## src/rtl/fetch_pc.sv

```systemverilog
// fetch_pc: instruction-fetch front end of the one-cycle core.
// Holds the PC and drives the word index into a combinational instruction memory.
// Hands each instruction and its PC to decode over a valid/ready handshake.
// Handles redirects, decode back-pressure and halt, and counts completed handshakes.
// Optional feature macro: FETCH_MISALIGN_TRAP_EN. When it is defined, a misaligned
// redirect target enters a TRAP state instead of being silently word-aligned.
module fetch_pc #(
  parameter logic [31:0] RESET_PC = 32'h0000_0000,
  parameter int unsigned IMEM_AW  = 10
) (
  input  logic               clk,
  input  logic               rst,
  input  logic               redirect_valid,
  input  logic [31:0]        redirect_pc,
  input  logic               halt_req,
  output logic [IMEM_AW-1:0] imem_addr,
  input  logic [31:0]        imem_inst,
  output logic               fd_valid,
  input  logic               fd_ready,
  output logic [31:0]        fd_pc,
  output logic [31:0]        fd_inst,
  output logic               halted,
  output logic               misalign_fault,
  output logic [31:0]        fetch_cnt
);

`ifdef FETCH_MISALIGN_TRAP_EN
  typedef enum logic [1:0] {StBoot = 2'd0, StRun = 2'd1, StHalt = 2'd2, StTrap = 2'd3} state_e;
`else
  typedef enum logic [1:0] {StBoot = 2'd0, StRun = 2'd1, StHalt = 2'd2} state_e;
`endif

  state_e      r_state;
  state_e      w_state_d;
  logic [31:0] r_pc;
  logic [31:0] w_pc_d;
  logic [31:0] r_fetch_cnt;
  logic        w_fire;
  logic [31:0] w_redir_pc;
  state_e      w_redir_state;

  // Where a redirect lands: target PC and the state it leads to.
`ifdef FETCH_MISALIGN_TRAP_EN
  always_comb begin
    w_redir_pc    = redirect_pc;
    w_redir_state = (redirect_pc[1:0] != 2'b00) ? StTrap : StRun;
  end
`else
  always_comb begin
    // Low bits are dropped so the PC can never become misaligned.
    w_redir_pc    = redirect_pc & 32'hFFFF_FFFC;
    w_redir_state = StRun;
  end
`endif

  // Next-state / next-PC logic and handshake valid.
  always_comb begin
    w_state_d = r_state;
    w_pc_d    = r_pc;
    fd_valid  = 1'b0;
    case (r_state)
      StBoot: begin
        w_state_d = StRun;
      end
      StRun: begin
        // A redirect kills the instruction currently on offer.
        fd_valid = !redirect_valid;
        if (redirect_valid) begin
          w_pc_d    = w_redir_pc;
          w_state_d = w_redir_state;
        end else if (halt_req) begin
          w_state_d = StHalt;
        end else if (fd_ready) begin
          w_pc_d = r_pc + 32'd4;
        end
      end
      StHalt: begin
        if (redirect_valid) begin
          w_pc_d    = w_redir_pc;
          w_state_d = w_redir_state;
        end
      end
`ifdef FETCH_MISALIGN_TRAP_EN
      StTrap: begin
        if (redirect_valid) begin
          w_pc_d    = w_redir_pc;
          w_state_d = w_redir_state;
        end
      end
`endif
      default: begin
        w_state_d = StBoot;
      end
    endcase
  end

  assign w_fire = fd_valid && fd_ready;

  // State, PC and retired-fetch counter registers.
  always_ff @(posedge clk or posedge rst) begin
    if (rst) begin
      r_state     <= StBoot;
      r_pc        <= RESET_PC;
      r_fetch_cnt <= 32'd0;
    end else begin
      r_state <= w_state_d;
      r_pc    <= w_pc_d;
      if (w_fire) begin
        r_fetch_cnt <= r_fetch_cnt + 32'd1;
      end
    end
  end

  assign imem_addr = r_pc[IMEM_AW+1:2];
  assign fd_pc     = r_pc;
  assign fd_inst   = imem_inst;
  assign halted    = (r_state == StHalt);
  assign fetch_cnt = r_fetch_cnt;
`ifdef FETCH_MISALIGN_TRAP_EN
  assign misalign_fault = (r_state == StTrap);
`else
  assign misalign_fault = 1'b0;
`endif

endmodule

```

## config.mk

```make
export PLATFORM = sky130hd
export DESIGN_NAME = fetch_pc
export DESIGN_NICKNAME = d
export VERILOG_FILES = /design/src/rtl/fetch_pc.sv
export SDC_FILE = /design/constraint.sdc
export NUM_CORES = 1
export LEC_CHECK = 0
export CAP_MARGIN = 10
export CORE_MARGIN = 1
export CORE_UTILIZATION = 40
export CTS_BUF_LIST = sky130_fd_sc_hd__clkbuf_16
export DETAILED_ROUTE_END_ITERATION = 10
export PLACE_DENSITY = 0.78
export RECOVER_POWER = 100
export SETUP_SLACK_MARGIN = 0.2
export SYNTH_ARGS = -nofsm -noshare
export SYNTH_HDL_FRONTEND = slang
export SYNTH_SLANG_ARGS = --single-unit
```

## constraint.sdc

```tcl
create_clock -name clk -period 2.2 [get_ports clk]
set_input_delay 0.44 -clock clk [delete_from_list [all_inputs] [get_ports clk]]
set_output_delay 0.44 -clock clk [all_outputs]
set_load 0.02 [all_outputs]
```

==> summary.txt <==
Cell family with most CP delay: buffers and inverters
Buf+Inv Stages, Crit Path: 3
Final Max Slew Viols: 0
Gate count after technology mapping: 425
Clock transition at path regs: 0.05 ns
Worst slew margin: 39.5%
Count of input and output buffers: 108
Worst path required time: 1.76 ns
Worst-Margin Slew: 0.908 ns
Peak supply drop: 0.000557 V
Hold_sp: fetch_cnt[31]$_DFFE_PP0P_
Reg-to-Reg End: fd_pc[18]$_DFFE_PP0P_
GPL Wtd Cong: 0.905
Crit end category: output pin
Pwr/cell area: 995 nW/um^2
Synthesized area per cell: 9.17 um^2
Nets: 580
Die ar.: 10,100 um^2
Vias per inst: 5.47
Worst hold slack: 0.478 ns
Async SR Flop Fraction: 100%
Number of global-route vias before repair: 3,354
Cell Area, Synth: 3900 um^2
Die Ht: 101 um
CTS tree: done
Placed Area: 4930 um^2
Global-route wire length before repair: 16,300 um
Top Ports: 178
Synthesized flop and latch total: 64
Die Wd: 101 um
Clk sinks: 64
Synth cell types: 59
DR DRC count: 0
DR vias: 3,516
Setup TNS: 0 ns
CP max stage cell: dlygate4sd3_1
Ant. Diodes: 0
Total Wirelength: 10,000 um
Hold EP: fetch_cnt[31]$_DFFE_PP0P_
Max Cap Viol: 0
Worst Reg2Reg Path Length in Cells: 6
Final WS setup: 0.161 ns
Clock Latency Late Sink: 0.33 ns
Antenna viol nets, final: 0
Row count: 35
Cell area after layout: 5210 um^2
Finish-stage setup viols: 0
DRT Pass-1 Iters: 4
Critical path class: in2out
GRT Total Usage: 20.3%
Status: completed
Max Buffers Root-to-Sink: 2
CP cell instances: dlygate4sd3_1 > inv_1 > and2_1 > dlygate4sd2_1
Critical Path Source Type: input pin
1st-iter DRT viols: 208
EDFF count, synth: 0
R2r setup slk: 0.25 ns
DP HPWL: 7250 um
CTS H-Tree Depth: 3
Core area: 9330 um^2
Share of cells above drive strength 1: 11.7%
Top_reg_cell synth: dfrtp_1
Grt ovf: 0
Crit Path Max Fanout: 3
Initial antenna violation count: 0
CP peak stage delay: 0.57 ns
Worst Hold Class: reg2reg
Leakage: 0.00218 uW
DR WL/cell: 15.6 um
Fin util: 55.8%
Starting Density: 41.8%
Synth Warn #: 0
Final Hold Viols: 0
Final Skew: 0.00522 ns
Unrepaired setup endpoints after global routing: yes
Shortest period the worst path allows: 2.04 ns
Reg2reg start: fd_pc[2]$_DFFE_PP0P_
Fmax: 490 MHz
Number of cells on the critical path: 4
Fin crit share: 92.7%
Clock tree root buffer cell: clkbuf_16
Worst Hold Path Cells: 1
Cts bufs inserted: 9
FILL cells: 875
Largest net degree at the start of global routing: 65
Sequential area share after synthesis: 41.1%
Arrival time worst endpoint: 1.60 ns
Synth-to-layout area growth: 33.6%
Pre-CTS WS: 0.00181 ns
-- registers in the layout, summed over array words and instances, names as in the netlist --
signal and flops:
r_state 2, fetch_cnt 32, fd_pc 30
-- how the worst max path moves through the flow --
stage,from,endpoint,slack [ns]
finish,redirect_valid,fd_valid,0.16
global route,redirect_valid,fd_valid,0.10
floorplan,fd_pc[2]$_DFFE_PP0P_,fd_pc[18]$_DFFE_PP0P_,0.25
global placement,redirect_valid,fd_valid,0.03
CTS,fd_pc[7]$_DFFE_PP0P_,fd_pc[7],0.22
detailed placement,redirect_valid,fd_valid,0.002
-- layer usage --
layer	vias up	track usage (%)	routed length, um
li1	1665	-	-
met1	1715	27.4	4640
met2	123	32.8	4750
met3	13	4.37	556
met4	0	6.13	79
met5	-	0	0
-- layout by cell type (no fill, tap or decap), types with 3 or more instances in the layout --
master | synthesis | layout
and3_1 | 9 | 9
clkinvlp_4 | 0 | 3
nor3_1 | 7 | 7
clkbuf_1 | 3 | 5
o21ai_0 | 12 | 12
nor2_1 | 31 | 31
o31ai_1 | 2 | 3
nand2_1 | 44 | 44
nand4_1 | 22 | 22
clkbuf_16 | 0 | 9
a2bb2oi_1 | 5 | 5
dlygate4sd2_1 | 0 | 3
dfrtp_1 | 64 | 61
o22ai_1 | 7 | 7
nand3_1 | 19 | 19
xnor2_1 | 25 | 25
dlygate4sd3_1 | 0 | 72
and4_1 | 7 | 7
inv_1 | 8 | 7
dfrtp_2 | 0 | 3
clkdlybuf4s50_1 | 0 | 32
conb_1 | 1 | 3
o22a_1 | 4 | 4
a311oi_1 | 3 | 3
a21oi_1 | 34 | 34
buf_4 | 48 | 17
o311ai_1 | 4 | 3
a31oi_1 | 4 | 4
xor2_1 | 7 | 7
-- cell usage after synthesis, drive strengths merged (2+ instances only) --
| cell type | count | area share (%) |
|---|---|---|
| o22ai | 7 | 1.1 |
| dfrtp | 64 | 41 |
| ha | 2 | 0.64 |
| nand4 | 24 | 4.2 |
| o31ai | 3 | 0.71 |
| nor4 | 4 | 0.96 |
| and4 | 7 | 1.6 |
| xor2 | 7 | 1.6 |
| o21a | 2 | 0.39 |
| mux2i | 2 | 0.51 |
| a2bb2oi | 5 | 1.1 |
| a31o | 2 | 0.45 |
| a21oi | 34 | 4.4 |
| nor3 | 9 | 1.6 |
| buf | 59 | 11 |
| and3 | 9 | 1.4 |
| a311oi | 3 | 0.67 |
| xnor2 | 25 | 5.6 |
| o21ai | 14 | 2.1 |
| and2 | 4 | 0.71 |
| clkbuf | 3 | 0.29 |
| nor2 | 33 | 3.4 |
| nand3 | 21 | 3.1 |
| inv | 8 | 0.77 |
| a31oi | 4 | 0.64 |
| o22a | 4 | 0.90 |
| nand4bb | 2 | 1.0 |
| nand2 | 44 | 4.2 |
| or4 | 3 | 0.67 |
| o311ai | 4 | 0.90 |
-- timing repair --
item / CTS / global route
endpoints found under the setup margin: 3 / 9
hold buffers: 0 / 0
setup buffers: 0 / 1
gates resized for setup: 4 / 7
endpoints found under the hold margin: 0 / 0
pin swaps: 0 / 0
-- cells by family (layout without fill, tap and decap cells) --
group                      after synthesis  count (layout)  synth area share, %
other                                    1               3               0.0962
AOI/OAI and AO/OA                       90              90                 15.1
muxes                                    2               2                0.514
buffers and inverters                   70             157                 11.7
and+or+nand+nor                        164             164                 23.7
adders and majority gates                2               2                0.642
DFF                                     64              64                 41.1
xor gates and xnor gates                32              32                 7.19
-- through the flow --
step                      std cells  total power (uW)
after global placement          626              3840
after global routing            643              5480
after floorplan                 427              3060
after CTS                       642              5330
after detailed placement        626              3890
final                           643              5180
-- power by group --
part           switching (uW)  internal [uW]  total [uW]  leakage, uW
registers                 393           1420        1810     0.000791
logic                    1110            844        1950      0.00125
clock network             539            876        1410     0.000141
total                    2040           3140        5180      0.00218
-- final cells by class --
class | count | area, um^2 | area share, %
timing repair buffer | 133 | 1250 | 24.1
sequential | 64 | 1610 | 30.8
clock inverter | 7 | 72.6 | 1.39
clock buffer | 9 | 225 | 4.32
multi-input combinational | 293 | 1860 | 35.6
inverter | 8 | 33.8 | 0.649
tap | 129 | 161 | 3.10
No activity file was read; power rests on OpenSTA's default activity.
